===== src/rtl/apb_master_pkg.sv =====
// Shared types and constants for the APB master that talks to the timer peripheral.
// The FSM state encoding and the timer register map used by drivers and benches.
package apb_master_pkg;

   typedef enum logic [1:0] {
      IDLE,
      SETUP,
      ACCESS,
      RESP
   } state_t;

   // Timer register map (byte addresses within the 12-bit APB window)
   localparam logic [11:0] TCR   = 12'h000;
   localparam logic [11:0] TDR0  = 12'h004;
   localparam logic [11:0] TDR1  = 12'h008;
   localparam logic [11:0] TCMP0 = 12'h00C;
   localparam logic [11:0] TCMP1 = 12'h010;
   localparam logic [11:0] TIER  = 12'h014;
   localparam logic [11:0] TISR  = 12'h018;
   localparam logic [11:0] THCSR = 12'h01C;

endpackage


===== src/rtl/apb_master.sv =====
// APB3/APB4 initiator: one valid/ready command in, one APB transfer out, one response back.
// Define APB_MASTER_TIMEOUT_EN to abandon transfers after TIMEOUT_CYC wait states.
module apb_master
   import apb_master_pkg::*;
#(
   parameter int ADDR_W      = 12,
   parameter int DATA_W      = 32,
   parameter int TIMEOUT_CYC = 16
) (
   input  logic                sys_clk,
   input  logic                sys_rst_n,
   input  logic                cmd_valid,
   output logic                cmd_ready,
   input  logic                cmd_write,
   input  logic [ADDR_W-1:0]   cmd_addr,
   input  logic [DATA_W-1:0]   cmd_wdata,
   input  logic [DATA_W/8-1:0] cmd_strb,
   output logic                rsp_valid,
   input  logic                rsp_ready,
   output logic [DATA_W-1:0]   rsp_rdata,
   output logic                rsp_err,
   output logic                psel,
   output logic                penable,
   output logic                pwrite,
   output logic [ADDR_W-1:0]   paddr,
   output logic [DATA_W-1:0]   pwdata,
   output logic [DATA_W/8-1:0] pstrb,
   input  logic                pready,
   input  logic [DATA_W-1:0]   prdata,
   input  logic                pslverr
);

   state_t state;

`ifdef APB_MASTER_TIMEOUT_EN
   localparam int CNT_W = $clog2(TIMEOUT_CYC + 1);
   logic [CNT_W-1:0] wait_cnt;
`endif

   // All APB and handshake outputs are registered so nothing toggles combinationally toward the slave.
   always_ff @(posedge sys_clk or negedge sys_rst_n) begin
      if (!sys_rst_n) begin
         state     <= IDLE;
         cmd_ready <= 1'b1;
         psel      <= 1'b0;
         penable   <= 1'b0;
         pwrite    <= 1'b0;
         paddr     <= '0;
         pwdata    <= '0;
         pstrb     <= '0;
         rsp_valid <= 1'b0;
         rsp_rdata <= '0;
         rsp_err   <= 1'b0;
`ifdef APB_MASTER_TIMEOUT_EN
         wait_cnt  <= '0;
`endif
      end else begin
         case (state)
            IDLE: begin
               if (cmd_valid) begin
                  paddr     <= cmd_addr;
                  pwrite    <= cmd_write;
                  pwdata    <= cmd_wdata;
                  pstrb     <= cmd_write ? cmd_strb : '0;
                  psel      <= 1'b1;
                  cmd_ready <= 1'b0;
                  state     <= SETUP;
               end
            end
            SETUP: begin
               penable <= 1'b1;
               state   <= ACCESS;
`ifdef APB_MASTER_TIMEOUT_EN
               wait_cnt <= '0;
`endif
            end
            ACCESS: begin
               if (pready) begin
                  rsp_rdata <= pwrite ? '0 : prdata;
                  rsp_err   <= pslverr;
                  psel      <= 1'b0;
                  penable   <= 1'b0;
                  rsp_valid <= 1'b1;
                  state     <= RESP;
               end else begin
`ifdef APB_MASTER_TIMEOUT_EN
                  // The limit-th wait cycle ends the transfer; pready on that cycle still wins above.
                  if (wait_cnt == CNT_W'(TIMEOUT_CYC - 1)) begin
                     rsp_rdata <= '0;
                     rsp_err   <= 1'b1;
                     psel      <= 1'b0;
                     penable   <= 1'b0;
                     rsp_valid <= 1'b1;
                     state     <= RESP;
                  end else begin
                     wait_cnt <= wait_cnt + CNT_W'(1);
                  end
`endif
               end
            end
            RESP: begin
               if (rsp_ready) begin
                  rsp_valid <= 1'b0;
                  cmd_ready <= 1'b1;
                  state     <= IDLE;
               end
            end
            default: state <= IDLE;
         endcase
      end
   end

endmodule


===== config.mk =====
export PLATFORM = sky130hd
export DESIGN_NAME = apb_master
export DESIGN_NICKNAME = d
export VERILOG_FILES = /design/src/rtl/apb_master_pkg.sv /design/src/rtl/apb_master.sv
export SDC_FILE = /design/constraint.sdc
export NUM_CORES = 1
export LEC_CHECK = 0
export CORE_MARGIN = 2
export CORE_UTILIZATION = 42
export CTS_BUF_LIST = sky130_fd_sc_hd__clkbuf_8
export DETAILED_ROUTE_END_ITERATION = 8
export PLACE_DENSITY = 0.92
export SKIP_CTS_REPAIR_TIMING = 1
export SLEW_MARGIN = 10
export SYNTH_ARGS = -nofsm -noshare
export SYNTH_HDL_FRONTEND = slang
export SYNTH_SLANG_ARGS = --single-unit

===== constraint.sdc =====
create_clock -name sys_clk -period 1.6 [get_ports sys_clk]
set_input_delay 0.4 -clock sys_clk [delete_from_list [all_inputs] [get_ports sys_clk]]
set_output_delay 0.4 -clock sys_clk [all_outputs]
set_load 0.05 [all_outputs]

==> out/metrics.yaml, run 1 <==
synthesis:
  synth.distinct_cells: 31
  synth-seq-cells: 88
  synth-edff-count: 0
  synth_top_family_by_area: "multiplexers"
  synth_mux_area_share_pct: 15.2
  yosys-top-cells-area: "dfrtp_1 60%, mux2_2 14%, nand2b_1 6.3%, o21ai_0 5.1%, nand2_1 4.3%"
  ys.flop_type: "dfrtp_1"
  yosysTopAreaCellShare_pct: 59.5
  synth_compound_area_share_pct: 6.33
  syn_area_per_cell_sq_um: 12.4
  synthCells: 296
  syn_nets: 390
  seq_area_frac_synth_pct: 60.2
  synth-simple-area-share_pct: 12.8
  yosysWarnings: 0
  synth_most_common_cell: "dfrtp_1"
  synth_fa_ha_area_share_pct: 2.39
  synth_commonest_cells: "87 x dfrtp_1, 44 x mux2_2, 42 x nand2_1, 37 x nand2b_1, 37 x o21ai_0"
  synth_top_area_cell: "dfrtp_1"
  synthArstFlopShare_pct: 100
  syn_area_sq_um: 3660
  synthXorXnorAreaFrac_pct: 0
setup_path:
  end_kind: "flop"
  crit_buf_inv: 0
  setup.worst_path.start_class: "flop"
  critPathRequiredTime_ps: 1830
  crit_chain: "ha_1 -> nand2b_1 -> and3_1 -> mux2_1"
  worstPathMaxFanout: 5
  worstSetupPathType: "reg -> reg"
  cp_top_family: "flip-flops"
  crit_slowest_cell: "dfrtp_1"
  cp.arrival_ps: 1760
  slowest_delay_ps: 430
floorplanning:
  core_area_sq_um: 8590
  ios: 173
  die_y_um: 97.3
  initial_core_util_pct: 42.6
  die_area_sq_um: 9470
  die_w_um: 97.3
  rows: 34
clock_network:
  clkSinkCount: 88
  cts_buffers: 9
  cts.clk_slew.worst_paths_ps: 90
  cts_tree: "done"
  clk_latency_ps: 350
  cts-root-buf: "clkbuf_8"
  cts_max_level: 3
  clk_path_buf_depth: 2
drt:
  drt_iter0_markers: 70
  ant_nets: 0
  totalWireLength_um: 10700
  drc: 0
  wl_per_cell_um: 18.0
  num_vias: 2944
  dr.pass1.iters: 4
  detail_route.vias_per_cell: 4.96
timing:
  setup_slack_ps: 67.1
  setup_viol: 0
  relSlewSlack_pct: 80.6
  period_share_pct: 95.8
  hold_viol: 0
  finalClockSkew_ps: 8.18
  max_slew.worst_pin.slew_ps: 291
  drv_slew: 0
  whs_ps: 488
  min_period_ps: 1530
  max_freq_mhz: 652
  grt_setup_unrepaired: "true"
grt:
  antenna_found_initial: 0
  grt_max_degree: 53
  grt.overflow.total: 0
  grt.total_usage_pct: 23.2
  grt_pass1_wl_um: 17000
  grt_pass1_vias: 3229
place:
  place_ws_ps: -167
  port_buffers: 172
  post-dp-hpwl_um: 8470
  dpl_cell_area_sq_um: 6460
  gp_congestion: 0.757
cells_and_area:
  fin_util_pct: 77.8
  fin_area_sq_um: 6690
  nFillCells: 530
  nets: 574
  syn2layout_area_growth_pct: 82.8
  insertedDiodeCount: 0
  drive_above_1_share_pct: 35.3
power_and_ir_drop:
  power_mw: 17.0
  power_density_nw_per_um2: 2540
  swShare_pct: 44.2
  p_sw_mw: 7.50
  internal_power_mw: 9.46
  peakVddDrop_mv: 1.22
  combPwrFrac_pct: 64.1
  p_leak_nw: 2.96
  pwr-share-clk_pct: 9.0
  power_frac_seq_pct: 26.8
job:
  cap_violations: 0
hold_path:
  hp-class: "in -> async"
run_status:
  outcome: "finished, final reports clean"
per-stage QoR:
stage | setup TNS [ps] | instances
final | 0 | 593
after global routing | -10.6 | 593
after CTS | -977 | 592
after detailed placement | -5540 | 576
after global placement | -2260 | 576
after floorplan | 0 | 296
power by group through the flow:
| stage | clock network, mW | logic (mW) | registers [mW] |
|---|---|---|---|
| finish | 1.53 | 10.9 | 4.55 |
| global route | 1.67 | 11.3 | 4.68 |
| CTS | 1.58 | 10.9 | 4.56 |
| detailed placement | 0 | 10.9 | 4.61 |
| global placement | 0 | 10.6 | 4.48 |
| floorplan | 0 | 1.91 | 7.55 |
final timing paths:
kind,depth (start not counted),endpoint,from,slack (ps)
min in group sys_clk,2,rsp_rdata[8],rsp_rdata[8],550
hold / removal,2,pwdata[3],sys_rst_n,490
max in group asynchronous,3,cmd_ready,sys_rst_n,580
setup reg to reg,4,state[1],state[0],70
hold reg to reg,2,rsp_rdata[8],rsp_rdata[8],550
setup / recovery,4,state[1],state[0],70
cell type report:
cell class	instances	area, sq um	area share (%)
Multi-Input combinational cell	191	1370	20.4
Inverter	2	7.51	0.112
Timing Repair Buffer	188	2780	41.5
Clock buffer	9	124	1.85
Sequential cell	88	2200	33.0
Clock inverter	7	72.6	1.09
Tap cell	108	135	2.02
placed cells by master (no fill, tap or decap), types with 3 or more instances in the layout:
master	synthesis	final
clkdlybuf4s50_1	0	85
dfrtp_1	87	86
clkbuf_8	3	9
nand2b_1	37	37
o21ai_0	37	37
buf_12	0	92
nand2_1	42	41
buf_4	1	10
ha_1	7	5
a21oi_1	3	3
mux2_2	44	44
logic make-up (layout without fill, tap and decap cells):
family,Yosys count,after routing
simple gates,91,91
flops,88,88
mux,49,49
compound gates,44,44
buf+inv,17,206
fa+ha+maj,7,7
state kept, by name, summed over array words and instances (netlist names), 2 cells and up:
name       flops
pstrb          4
state          2
rsp_rdata     32
paddr         12
pwdata        32
layer usage:
metal | part of all wire [%] | global-route usage [%] | up-vias
met5 | 0 | 0 | -
met4 | 5.0 | 12.7 | 0
met3 | 4.3 | 3.67 | 37
met2 | 55 | 42.6 | 123
met1 | 36 | 25.5 | 1425
li1 | - | - | 1359
Note: power is estimated with default switching activity, not from simulation.
==> run 2: changes to the inputs <==
--- a/config.mk
+++ b/config.mk
@@ -9,6 +9,7 @@
 export CORE_UTILIZATION = 42
 export CTS_BUF_LIST = sky130_fd_sc_hd__clkbuf_8
 export DETAILED_ROUTE_END_ITERATION = 8
+export MAX_ROUTING_LAYER = met4
 export PLACE_DENSITY = 0.92
 export SKIP_CTS_REPAIR_TIMING = 1
 export SLEW_MARGIN = 10
==> out/metrics.yaml, run 2 (same netlist as run 1, synthesis figures left out) <==
run_status:
  outcome: "finished, final reports clean"  # unchanged
timing:
  setup_slack_ps: 74.8  # was 67.1 ps
  finalClockSkew_ps: 6.83  # was 8.18 ps
  relSlewSlack_pct: 81.0  # was 80.6%
  whs_ps: 482  # was 488 ps
  min_period_ps: 1530  # about the same
  max_freq_mhz: 656  # was 652 MHz
  hold_viol: 0  # unchanged
  drv_slew: 0  # unchanged
  max_slew.worst_pin.slew_ps: 286  # was 291 ps
  grt_setup_unrepaired: "true"  # unchanged
  setup_viol: 0  # unchanged
  period_share_pct: 95.3  # was 95.8%
place:
  gp_congestion: 0.767  # was 0.757
  place_ws_ps: -167  # unchanged
  dpl_cell_area_sq_um: 6460  # unchanged
  port_buffers: 172  # unchanged
  post-dp-hpwl_um: 8470  # unchanged
  post-place-cells: 576  # unchanged
floorplanning:
  ios: 173  # unchanged
  die_y_um: 97.3  # unchanged
  die_area_sq_um: 9470  # unchanged
  core_area_sq_um: 8590  # unchanged
  die_w_um: 97.3  # unchanged
  rows: 34  # unchanged
  initial_core_util_pct: 42.6  # unchanged
job:
  cap_violations: 0  # unchanged
grt:
  grt_max_degree: 53  # unchanged
  grt.total_usage_pct: 23.7  # was 23.2%
  grt_pass1_wl_um: 17000  # about the same
  antenna_found_initial: 0  # unchanged
  grt.overflow.total: 0  # unchanged
  grt_pass1_vias: 3221  # was 3229
cells_and_area:
  final_common_cell: "buf_12"  # unchanged
  fin_area_sq_um: 6690  # unchanged
  layout_common_cells: "92 x buf_12, 86 x dfrtp_1, 85 x clkdlybuf4s50_1, 44 x mux2_2, 41 x nand2_1"  # unchanged
  drive_above_1_share_pct: 35.3  # unchanged
  syn2layout_area_growth_pct: 82.8  # unchanged
  insertedDiodeCount: 0  # unchanged
  nets: 574  # unchanged
  instances_no_fill: 593  # unchanged
  largest_registers: "pwdata: 32 flops, rsp_rdata: 32 flops, paddr: 12 flops"  # unchanged
clock_network:
  clkSinkCount: 88  # unchanged
  cts.clk_slew.worst_paths_ps: 90  # about the same
  clk_latency_ps: 350  # about the same
  cts_tree: "done"  # unchanged
  cts_buffers: 9  # unchanged
  cts-root-buf: "clkbuf_8"  # unchanged
  cts_max_level: 3  # unchanged
  clk_path_buf_depth: 2  # unchanged
drt:
  wl_per_cell_um: 18.0  # about the same
  drt_iter0_markers: 69  # was 70
  num_vias: 2969  # was 2944
  dr.pass1.iters: 4  # unchanged
  drc: 0  # unchanged
  ant_nets: 0  # unchanged
  totalWireLength_um: 10700  # about the same
  detail_route.vias_per_cell: 5.01  # was 4.96
power_and_ir_drop:
  power_density_nw_per_um2: 2540  # about the same
  p_leak_nw: 2.96  # unchanged
  peakVddDrop_mv: 1.22  # about the same
hold_path:
  hp-class: "in -> async"  # unchanged
setup_path:
  worstSetupPathType: "reg -> reg"  # unchanged
  critPathRequiredTime_ps: 1830  # about the same
  worstPathMaxFanout: 5  # unchanged
  cp.arrival_ps: 1760  # about the same
  setup.worst_path.start_class: "flop"  # unchanged
  end_kind: "flop"  # unchanged
## run 2: cell counts in the layout (fill, tap and decap cells not counted)
Identical to the previous run, type by type.
## run 2: worst paths after layout
path                                   start           end  slack [ps]  depth (start not counted)
worst min register to register  rsp_rdata[8]  rsp_rdata[8]         550                          2
min in group sys_clk            rsp_rdata[8]  rsp_rdata[8]         550                          2
worst max register to register      state[0]      state[1]          70                          4
worst max-delay path                state[0]      state[1]          70                          4
max in group asynchronous          sys_rst_n     cmd_ready         590                          3
worst min-delay path               sys_rst_n      paddr[9]         480                          2
## run 2: per-layer routing
metal,track usage (%),part of all wire (%)
met1,25.1,36
met2,42.8,56
met3,3.67,3.8
met4,12.4,4.4
met5,-,0
## run 2: cell type report
cell class                      instances  area (sq um)
Timing Repair Buffer                  188          2780
Sequential cell                        88          2200
Fill cell                             530          1910
Multi-Input combinational cell        191          1370
Tap cell                              108           135
Clock buffer                            9           124
Clock inverter                          7          72.6
Inverter                                2          7.51
## run 2: power by group
part / leakage [nW] / switching (mW) / total [mW] / internal (mW)
clock network: 0.101 / 0.808 / 1.53 / 0.725
registers: 1.07 / 1.23 / 4.55 / 3.32
logic: 1.80 / 5.46 / 10.9 / 5.41
## run 2: per-stage QoR
stage / utilization [%] / power, mW / TNS [ps]
after global placement: 75.2 / 15.1 / -2260
after CTS: 77.4 / 17.1 / -977
after global routing: 77.8 / 17.6 / -10.6
after detailed placement: 75.2 / 15.5 / -5540
after floorplan: - / 9.47 / 0
final: 77.8 / 17.0 / 0
## run 2: worst max-delay path, stage by stage (launching register included)
cell      delay, ps
dfrtp_1         430
ha_1            290
nand2b_1        140
and3_1          210
mux2_1          340
==> run 3: changes to the inputs <==
--- a/config.mk
+++ b/config.mk
@@ -5,14 +5,13 @@
 export SDC_FILE = /design/constraint.sdc
 export NUM_CORES = 1
 export LEC_CHECK = 0
-export CORE_MARGIN = 2
 export CORE_UTILIZATION = 42
 export CTS_BUF_LIST = sky130_fd_sc_hd__clkbuf_8
 export DETAILED_ROUTE_END_ITERATION = 8
+export GPL_ROUTABILITY_DRIVEN = 0
 export MAX_ROUTING_LAYER = met4
 export PLACE_DENSITY = 0.92
 export SKIP_CTS_REPAIR_TIMING = 1
-export SLEW_MARGIN = 10
 export SYNTH_ARGS = -nofsm -noshare
 export SYNTH_HDL_FRONTEND = slang
 export SYNTH_SLANG_ARGS = --single-unit
==> out/metrics.yaml, run 3 (same netlist as run 1, synthesis figures left out) <==
setup_path:
  crit_buf_inv: 1  # was 0
  worstPathMaxFanout: 5  # unchanged
  worstSetupPathType: "reg -> reg"  # unchanged
  cp.arrival_ps: 1790  # was 1760 ps
  slowest_delay_ps: 430  # about the same
  cp.depth: 5  # was 4
  cp_top_family: "flip-flops"  # unchanged
  crit_chain: "inv_2 -> ha_1 -> nand2_2 -> a211oi_1 -> nor3_1"  # was ha_1 -> nand2b_1 -> and3_1 -> mux2_1
  crit_slowest_cell: "dfrtp_1"  # unchanged
  setup.worst_path.start_class: "flop"  # unchanged
  end_kind: "flop"  # unchanged
  critPathRequiredTime_ps: 1820  # was 1830 ps
  reg2regPathDepth: 5  # was 4
timing:
  finalClockSkew_ps: 15.4  # was 6.83 ps
  relSlewSlack_pct: 80.2  # was 81.0%
  drv_slew: 0  # unchanged
  max_freq_mhz: 637  # was 656 MHz
  min_period_ps: 1570  # was 1530 ps
  period_share_pct: 98.1  # was 95.3%
  max_slew.worst_pin.slew_ps: 298  # was 286 ps
  hold_viol: 0  # unchanged
  setup_viol: 0  # unchanged
  grt_setup_unrepaired: "false"  # was true
power_and_ir_drop:
  peakVddDrop_mv: 1.44  # was 1.22 mV
  power_mw: 17.2  # was 17.0 mW
  power_density_nw_per_um2: 2570  # was 2540 nW/um^2
  p_leak_nw: 2.96  # about the same
clock_network:
  clk_latency_ps: 360  # was 350 ps
  cts_buffers: 9  # unchanged
  clkSinkCount: 88  # unchanged
  clk_path_buf_depth: 2  # unchanged
  cts_tree: "done"  # unchanged
  cts_max_level: 3  # unchanged
  cts.clk_slew.worst_paths_ps: 100  # was 90 ps
  cts-root-buf: "clkbuf_8"  # unchanged
grt:
  grt.total_usage_pct: 25.6  # was 23.7%
  antenna_found_initial: 0  # unchanged
  grt_pass1_wl_um: 16400  # was 17000 um
  grt_pass1_vias: 3230  # was 3221
  grt_max_degree: 56  # was 53
  grt.overflow.total: 0  # unchanged
cells_and_area:
  insertedDiodeCount: 0  # unchanged
  fin_util_pct: 80.3  # was 77.8%
  nets: 574  # unchanged
  largest_registers: "pwdata: 32 flops, rsp_rdata: 32 flops, paddr: 12 flops"  # unchanged
  layout_common_cells: "92 x buf_12, 85 x clkdlybuf4s50_1, 85 x dfrtp_1, 44 x mux2_2, 41 x nand2_1"  # was 92 x buf_12, 86 x dfrtp_1, 85 x clkdlybuf4s50_1, 44 x mux2_2, 41 x nand2_1
  drive_above_1_share_pct: 35.5  # was 35.3%
  syn2layout_area_growth_pct: 83.0  # was 82.8%
  final_common_cell: "buf_12"  # unchanged
drt:
  drc: 0  # unchanged
  wl_per_cell_um: 18.6  # was 18.0 um
  ant_nets: 0  # unchanged
  dr.pass1.iters: 4  # unchanged
  drt_iter0_markers: 118  # was 69
  totalWireLength_um: 11000  # was 10700 um
  detail_route.vias_per_cell: 5.01  # about the same
  num_vias: 2953  # was 2969
floorplanning:
  ios: 173  # unchanged
  initial_core_util_pct: 43.8  # was 42.6%
  die_y_um: 95.3  # was 97.3 um
  core_area_sq_um: 8340  # was 8590 sq um
  die_w_um: 95.3  # was 97.3 um
  die_area_sq_um: 9080  # was 9470 sq um
  rows: 33  # was 34
place:
  port_buffers: 172  # unchanged
  post-dp-hpwl_um: 8460  # was 8470 um
job:
  cap_violations: 0  # unchanged
run_status:
  outcome: "finished, final reports clean"  # unchanged
hold_path:
  hp-class: "in -> async"  # unchanged
==> run 3: changes by cell type in the layout (fill, tap and decap cells not counted), sizes merged <==
cell         previous run  this run
bufinv                  1         2
clkinv                  3         0
clkinvlp                1         2
dlygate4sd3             1         0
buf                   102       103
==> run 3: per-layer routing <==
metal,global-route usage (%),up-vias,share of wire (%)
met3,7.66,28,7.2
met5,-,-,0
met2,48.7,108,58
met1,23.4,1454,32
li1,-,1363,-
met4,10.6,0,3.1
==> run 3: cell type report <==
class | count | area, sq um
clock buffers | 9 | 124
clock inverters | 6 | 92.6
fillers | 462 | 1650
inverters | 2 | 7.51
multi-input cells | 191 | 1360
flip-flops and latches | 88 | 2210
well taps | 105 | 131
repair buffers | 188 | 2780
==> run 3: path summary, 6_finish.rpt <==
kind	start	end	slack (ps)
max in group asynchronous	sys_rst_n	pwrite	1280
max reg2reg	state[0]	psel	30
max	state[0]	psel	30
min in group sys_clk	rsp_rdata[18]	rsp_rdata[18]	550
min	sys_rst_n	rsp_rdata[21]	10
min reg2reg	rsp_rdata[18]	rsp_rdata[18]	550
==> run 3: metrics by stage <==
step                      cell area (sq um)  TNS, ps  hold slack [ps]  setup WS (ps)  cells
after floorplan                        3660        0              104            113    296
after global placement                 6450    -2820              394          -83.3    572
after detailed placement               6450    -5680              402           -125    572
after CTS                              6660    -2250             15.4          -72.7    587
after global routing                   6690        0             3.00           9.37    589
final                                  6690        0             14.2           30.3    589
==> run 3: report_power, final <==
group	total, mW	switching [mW]	internal, mW
combinational	10.9	5.45	5.43
sequential	4.58	1.26	3.32
clock	1.71	0.826	0.883
